`src/rtl/button_event.sv`:
```
// Button event classifier: turns a debounced button level into press,
// short-release, long-press and auto-repeat pulses, timed by tick_fast.
module button_event #(
    parameter int LONG_COUNT   = 200,
    parameter int REPEAT_COUNT = 40
) (
    input  logic clk,
    input  logic rst,
    input  logic tick_fast,
    input  logic btn_deb,
    output logic press_pulse,
    output logic short_pulse,
    output logic long_pulse,
    output logic repeat_pulse,
    output logic held
);

    localparam int MAX_COUNT = (LONG_COUNT > REPEAT_COUNT) ? LONG_COUNT : REPEAT_COUNT;
    localparam int CW        = $clog2(MAX_COUNT + 1);

    localparam logic [CW-1:0] LONG_LAST   = CW'(LONG_COUNT - 1);
    localparam logic [CW-1:0] REPEAT_LAST = CW'(REPEAT_COUNT - 1);

    typedef enum logic [1:0] {
        IDLE    = 2'd0,
        PRESSED = 2'd1,
        LONG    = 2'd2
    } state_t;

    state_t        state;
    logic [CW-1:0] cnt;
    logic          prev_btn;
    logic          armed;
    logic          rise;

    // Previous-sample register; edge detection is enabled only after the
    // first post-reset clock has loaded prev_btn with the live level, so a
    // button held through reset release is not mistaken for a new press.
    always_ff @(posedge clk or posedge rst) begin
        if (rst) begin
            prev_btn <= 1'b0;
            armed    <= 1'b0;
        end else begin
            prev_btn <= btn_deb;
            armed    <= 1'b1;
        end
    end

    // Rising edge of the debounced level, gated until armed.
    always_comb begin
        rise = armed & btn_deb & ~prev_btn;
    end

    // Press classification FSM with registered pulse and level outputs.
    always_ff @(posedge clk or posedge rst) begin
        if (rst) begin
            state        <= IDLE;
            cnt          <= '0;
            press_pulse  <= 1'b0;
            short_pulse  <= 1'b0;
            long_pulse   <= 1'b0;
            repeat_pulse <= 1'b0;
            held         <= 1'b0;
        end else begin
            press_pulse  <= 1'b0;
            short_pulse  <= 1'b0;
            long_pulse   <= 1'b0;
            repeat_pulse <= 1'b0;

            case (state)
                IDLE: begin
                    if (rise) begin
                        state       <= PRESSED;
                        cnt         <= '0;
                        press_pulse <= 1'b1;
                        held        <= 1'b1;
                    end else begin
                        held <= 1'b0;
                    end
                end

                PRESSED: begin
                    // Release takes priority over a coincident tick.
                    if (!btn_deb) begin
                        state       <= IDLE;
                        cnt         <= '0;
                        short_pulse <= 1'b1;
                        held        <= 1'b0;
                    end else if (tick_fast) begin
                        if (cnt == LONG_LAST) begin
                            state      <= LONG;
                            cnt        <= '0;
                            long_pulse <= 1'b1;
                        end else begin
                            cnt <= cnt + CW'(1);
                        end
                    end
                end

                LONG: begin
                    if (!btn_deb) begin
                        state <= IDLE;
                        cnt   <= '0;
                        held  <= 1'b0;
                    end else if (tick_fast) begin
                        if (cnt == REPEAT_LAST) begin
                            cnt          <= '0;
                            repeat_pulse <= 1'b1;
                        end else begin
                            cnt <= cnt + CW'(1);
                        end
                    end
                end

                default: begin
                    state <= IDLE;
                    cnt   <= '0;
                    held  <= 1'b0;
                end
            endcase
        end
    end

endmodule

```
`config.mk`:
```
export PLATFORM = sky130hd
export DESIGN_NAME = button_event
export DESIGN_NICKNAME = d
export VERILOG_FILES = /design/src/rtl/button_event.sv
export SDC_FILE = /design/constraint.sdc
export NUM_CORES = 1
export LEC_CHECK = 0
export ABC_AREA = 1
export CORE_MARGIN = 2
export CORE_UTILIZATION = 40
export DETAILED_ROUTE_END_ITERATION = 10
export PLACE_DENSITY = 0.68
export SLEW_MARGIN = 20
export SYNTH_ARGS = -nofsm -noshare
export SYNTH_HDL_FRONTEND = slang
export SYNTH_SLANG_ARGS = --single-unit
```
`constraint.sdc`:
```
create_clock -name clk -period 2.4 [get_ports clk]
set_input_delay 0.36 -clock clk [delete_from_list [all_inputs] [get_ports clk]]
set_output_delay 0.36 -clock clk [all_outputs]
set_load 0.05 [all_outputs]
```
==> metrics.yaml, run 1 <==
global_route:
  gr-usage-all-layers: 0.142
  overflow: 0
  antenna_found_initial: 0
  grt_max_degree: 18
  grt_pass1_vias: 667
  grt_first_pass_wirelength_um: 2790
timing:
  drv_slew: 0
  setup_viol: 0
  clock_skew_ns: 0.00394
  worst_pin_slew_ns: 0.615
  post-route-min-period_ns: 1.81
  setup_tns_ns: 0
  period_share: 0.756
  hold_violations: 0
  slew_headroom: 0.590
  holdWs_ns: 0.425
  rsz0062_at_grt: "false"
  fmax_ghz: 0.551
clocking:
  root_buffer: "clkbuf_4"
  cts_buffers: 3
  cts_max_level: 1
  numClockSinks: 17
  cts_hold_buf: 0
  cts_tree: "done"
  clk_latency_ns: 0.29
  post-cts-setup-buffer-count: 0
  clk_path_buf_depth: 2
  clkTransAtPathRegs_ns: 0.11
  ctsResizeCount: 0
synthesis:
  yosysWarnings: 0
  ys_seq_elements: 17
  synth_cell_types: 22
  seq_area_frac_synth: 0.470
  syn_nets: 112
  synthesis.area_um2: 905
  synth_cells: 104
  postSynthAreaPerCell_um2: 8.70
worst_setup_path:
  worst-path-buf-inv: 1
  slowest_stage: "clkdlybuf4s50_1"
  cp_cell_sequence: "clkdlybuf4s50_1"
  cp_max_fo: 2
  slowest_delay_ns: 0.80
  cp-end-kind: "output pin"
  crit_family: "buffers and inverters"
  worstPathRequired_ns: 2.04
  worst-setup-path-type: "register to output pin"
  cp.arrival_ns: 1.45
  startpoint_type: "register"
hold_path:
  hp-class: "input port to async pin"
floorplanning:
  start_util: 0.417
  die_h_um: 51.6
  dieWidth_um: 51.6
  rows: 17
  dieArea_mm2: 0.00266
  ios: 9
  core_mm2: 0.00217
final_layout:
  fin_area_mm2: 0.00105
  fillCellCount: 203
  area_growth_pct: 15.8
  n_antenna_cell: 0
  fin_util: 0.483
  drive_gt1_frac: 0.172
  finalNetCount: 125
run:
  timing.max_cap.violations: 0
routing:
  firstDrtPassIters: 4
  drtIter0Drc: 13
  wirelength_um: 1590
  wire_per_inst_um: 11.0
  viasPerCell: 4.77
  ant_nets: 0
  drc: 0
  via_count: 687
power_and_ir_drop:
  vdd_drop_max_mv: 0.601
  total_power_w: 0.000876
  p_leak_nw: 0.497
  pwr_density_cell_mw_per_mm2: 837
place:
  gp_congestion: 0.851
  dpl.hpwl_um: 1240
  dpl_cell_area_mm2: 0.00102
  port_buffers: 8
status:
  status: "complete, no violations"
==> state kept, by name, indices dropped and copies added, names as in the netlist <==
signal and flops:
cnt 8, state 2, armed 1, held 1, long_pulse 1, press_pulse 1
prev_btn 1, repeat_pulse 1, short_pulse 1
==> path summary, 6_finish.rpt <==
path,slack [ns],to,cells after the start,from
setup reg to reg,0.90,cnt[4]$_DFFE_PP0P_,8,cnt[0]$_DFFE_PP0P_
min in group clk,0.52,cnt[0]$_DFFE_PP0P_,1,cnt[0]$_DFFE_PP0P_
max in group asynchronous,1.58,cnt[1]$_DFFE_PP0P_,2,rst
hold / removal,0.42,state[0]$_DFFE_PP0P_,2,rst
setup / recovery,0.59,held,1,held$_DFFE_PP0P_
hold reg to reg,0.52,cnt[0]$_DFFE_PP0P_,1,cnt[0]$_DFFE_PP0P_
==> metrics by stage <==
| step | worst slack, ns | std cells |
|---|---|---|
| 5_1_grt | 0.531 | 144 |
| 3_3_place_gp | 0.704 | 140 |
| 6_report | 0.587 | 144 |
| 3_5_place_dp | 0.635 | 140 |
| 2_1_floorplan | 1.08 | 104 |
| 4_1_cts | 0.580 | 144 |
==> Yosys cell counts <==
cell type | instances | share of area
mux2_2 | 1 | 0.012
conb_1 | 1 | 0.0041
o21ai_2 | 4 | 0.039
a21oi_1 | 3 | 0.017
nand2_1 | 21 | 0.087
nand3_1 | 6 | 0.033
ha_1 | 4 | 0.055
xor2_1 | 2 | 0.019
a21oi_2 | 1 | 0.0097
nand3b_1 | 1 | 0.0083
nand3_2 | 1 | 0.011
o21ai_1 | 4 | 0.022
nand2_2 | 6 | 0.041
nand2_4 | 1 | 0.012
inv_6 | 1 | 0.0097
nor3_1 | 1 | 0.0055
dfrtp_1 | 17 | 0.47
a31oi_1 | 1 | 0.0069
nor2_1 | 12 | 0.050
o21bai_1 | 1 | 0.0083
inv_1 | 14 | 0.058
nand3_4 | 1 | 0.019
==> logic make-up after synthesis <==
| group | synth area share |
|---|---|
| compound gates | 0.102 |
| xor+xnor | 0.0194 |
| fa+ha+maj | 0.0553 |
| buf+inv | 0.0678 |
| flops | 0.470 |
| mux | 0.0124 |
| other cells | 0.00415 |
| simple gates | 0.268 |
==> final cells by class <==
type,count,area [µm²],share of cell area
multi-input combinational,72,418,0.399
clock inverter,1,5.00,0.00478
timing repair buffer,8,80.1,0.0765
inverter,15,61.3,0.0585
clock buffer,3,22.5,0.0215
tap,28,35.0,0.0335
sequential,17,425,0.406
==> placed cells by master (no fill, tap or decap) <==
cell / instances
nand3_4: 1
nand2_2: 6
nand2_1: 21
a31oi_1: 1
nor3_1: 1
nand3_2: 1
dfrtp_1: 17
o21ai_1: 4
mux2_2: 1
nand3_1: 6
clkdlybuf4s50_1: 8
ha_1: 4
conb_1: 1
o21ai_2: 4
a21oi_2: 1
nand2_4: 1
xor2_1: 2
inv_1: 14
a21oi_1: 3
o21bai_1: 1
clkbuf_4: 3
nand3b_1: 1
clkinv_2: 1
nor2_1: 12
inv_6: 1
==> report_power, final <==
group | switching (W) | leakage (nW) | internal, W | total, W
sequential | 0.0000262 | 0.229 | 0.000321 | 0.000347
clock | 0.0000962 | 0.0177 | 0.0000619 | 0.000158
combinational | 0.000252 | 0.250 | 0.000119 | 0.000371
==> routing by layer <==
layer / vias up / share of wire / routed length [µm] / global-route usage
li1: 349 / - / - / -
met3: 2 / 0.028 / 45 / 0.0259
met4: 0 / 0.011 / 17 / 0.0658
met1: 326 / 0.50 / 785 / 0.203
met5: - / 0 / 0 / 0
met2: 10 / 0.46 / 737 / 0.209
Power figures use the tool's default switching activity.
==> run 2: changes to the inputs <==
Clock period 2.4 ns to 1.8 ns, I/O delays scaled along.
==> run 2 against run 1 <==
Register-to-register slack got worse by 0.64 ns. Critical endpoint unchanged. Clock-buffer cell count increased by 1. Die area is the same. Setup slack got worse by 0.51 ns. Cell area increased by 0.60%. Critical path depth stayed put. Clock power up 35%. Non-clock buffer count is 1 higher.
==> metrics.yaml, run 2 (synthesis gave the netlist of run 1 again) <==
final_layout:
  drive_gt1_frac: 0.171  # -0.00147
  reg_top3: "cnt: 8 flops, state: 2 flops"
  largest_reg_flops: 8  # unchanged
  fin_util: 0.486  # +0.00288
  regMostFlops: "cnt"
  layout.cells.most_common: "nand2_1"
  fin_area_mm2: 0.00105  # +0.60%
  n_antenna_cell: 0  # unchanged
  finalNetCount: 126  # +0.80%
  final_cell_mix: "nand2_1, dfrtp_1, inv_1"
  area_growth_pct: 16.5
worst_setup_path:
  worstPathRequired_ns: 1.53  # -0.51 ns
  cp_cell_sequence: "clkdlybuf4s50_1"
  r2r-start: "cnt[0]$_DFFE_PP0P_"
  slowest_delay_ns: 0.80  # about the same
  worstReg2RegEnd: "cnt[4]$_DFFE_PP0P_"
  crit_end: "held"
  crit_family: "buffers and inverters"
  cp.arrival_ns: 1.46  # about the same
  slowest_stage: "clkdlybuf4s50_1"
  reg2reg_slack_ns: 0.26  # -0.64 ns
  cp-end-kind: "output pin"
  worst-setup-path-type: "register to output pin"
  worst-path-buf-inv: 1  # unchanged
  cp.depth: 1  # unchanged
  startpoint_type: "register"
  reg2regPathDepth: 8  # unchanged
  worstSetupStartpoint: "held$_DFFE_PP0P_"
  cp_max_fo: 2  # unchanged
timing:
  slew_headroom: 0.667  # +0.0773
  hold_violations: 0  # unchanged
  rsz0062_at_grt: "false"
  post-route-min-period_ns: 1.73
  period_share: 0.959
  setup_viol: 0  # unchanged
  drv_slew: 0  # unchanged
  worst_pin_slew_ns: 0.498  # -0.117 ns
  layout_setup_ws_ns: 0.0737  # -0.513 ns
  clock_skew_ns: 0.00120  # -0.00274 ns
  fmax_ghz: 0.579
  setup_tns_ns: 0  # unchanged
place:
  port_buffers: 8  # unchanged
  gp_congestion: 0.861  # +1.2%
  dpl_cell_area_mm2: 0.00103  # +0.74%
  preCtsSetupSlack_ns: 0.148  # -0.487 ns
  dpl.hpwl_um: 1230  # -0.81%
routing:
  wire_per_inst_um: 11.3  # +2.6%
  ant_nets: 0  # unchanged
  drtIter0Drc: 27  # +14
  wirelength_um: 1640  # +3.3%
  firstDrtPassIters: 4  # unchanged
  viasPerCell: 4.79  # +0.47%
  via_count: 695  # +1.2%
  drc: 0  # unchanged
floorplanning:
  die_h_um: 51.6  # unchanged
  ios: 9  # unchanged
  dieArea_mm2: 0.00266  # unchanged
  core_mm2: 0.00217  # unchanged
  dieWidth_um: 51.6  # unchanged
  rows: 17  # unchanged
  start_util: 0.417  # unchanged
clocking:
  numClockSinks: 17  # unchanged
  cts_tree: "done"
  root_buffer: "clkbuf_4"
  cts_max_level: 1  # unchanged
  post-cts-setup-buffer-count: 0  # unchanged
  clk_latency_ns: 0.30  # about the same
  clk_path_buf_depth: 2  # unchanged
  cts_buffers: 3  # unchanged
  clkTransAtPathRegs_ns: 0.10  # about the same
  cts_hold_buf: 0  # unchanged
  ctsResizeCount: 0  # unchanged
global_route:
  antenna_found_initial: 0  # unchanged
  grt_first_pass_wirelength_um: 2840  # +1.7%
  overflow: 0  # unchanged
  grt_max_degree: 11  # -7
  grt_pass1_vias: 655  # -1.8%
  gr-usage-all-layers: 0.146  # +0.00353
status:
  status: "complete, no violations"
hold_path:
  hp-class: "input port to async pin"
power_and_ir_drop:
  total_power_w: 0.00118  # +35%
  p_leak_nw: 0.499  # +0.42%
  pwr_density_cell_mw_per_mm2: 1120  # +34%
  vdd_drop_max_mv: 0.732  # +22%
run:
  timing.max_cap.violations: 0  # unchanged
## run 2: cell count changes in the layout (fill, tap and decap cells not counted), sizes merged
cell / change
clkinv: -1
clkbuf: +1
buf: +1
## run 2: area by class of cell
cell class / count / area [µm²]
multi-input cells: 72 / 418
flip-flops and latches: 17 / 425
inverters: 15 / 61.3
repair buffers: 9 / 87.6
clock buffers: 4 / 26.3
fillers: 221 / 1120
well taps: 28 / 35.0
## run 2: worst min-delay path by stage
stage | start | endpoint | slack (ns)
2_1_floorplan | rst | armed$_DFF_PP0_ | 0.20
3_3_place_gp | held$_DFFE_PP0P_ | held$_DFFE_PP0P_ | 0.50
3_5_place_dp | held$_DFFE_PP0P_ | held$_DFFE_PP0P_ | 0.50
4_1_cts | rst | held$_DFFE_PP0P_ | 0.23
5_1_grt | rst | held$_DFFE_PP0P_ | 0.25
6_report | rst | armed$_DFF_PP0_ | 0.22
## run 2: per-layer routing
metal | share of wire | up-vias | GRT usage
li1 | - | 353 | -
met4 | 0.017 | 0 | 0.0789
met5 | 0 | - | 0
met3 | 0.060 | 4 | 0.0374
met2 | 0.44 | 26 | 0.216
met1 | 0.48 | 312 | 0.195
## run 2: power breakdown
group	total, W	switching [W]	leakage (nW)	internal (W)
logic	0.000506	0.000345	0.255	0.000161
registers	0.000464	0.0000361	0.229	0.000428
clock network	0.000214	0.000128	0.0150	0.0000864
## run 2: metrics by stage
step,instances,hold slack (ns)
after global routing,145,0.247
after CTS,145,0.232
after global placement,141,0.497
final,145,0.223
after floorplan,104,0.196
after detailed placement,141,0.500
==> run 3: changes to the inputs <==
Settings changed: CAP_MARGIN from default to 30.
==> results of run 3 <==
No change in the layout: final DEF, timing and power equal those of run 2.
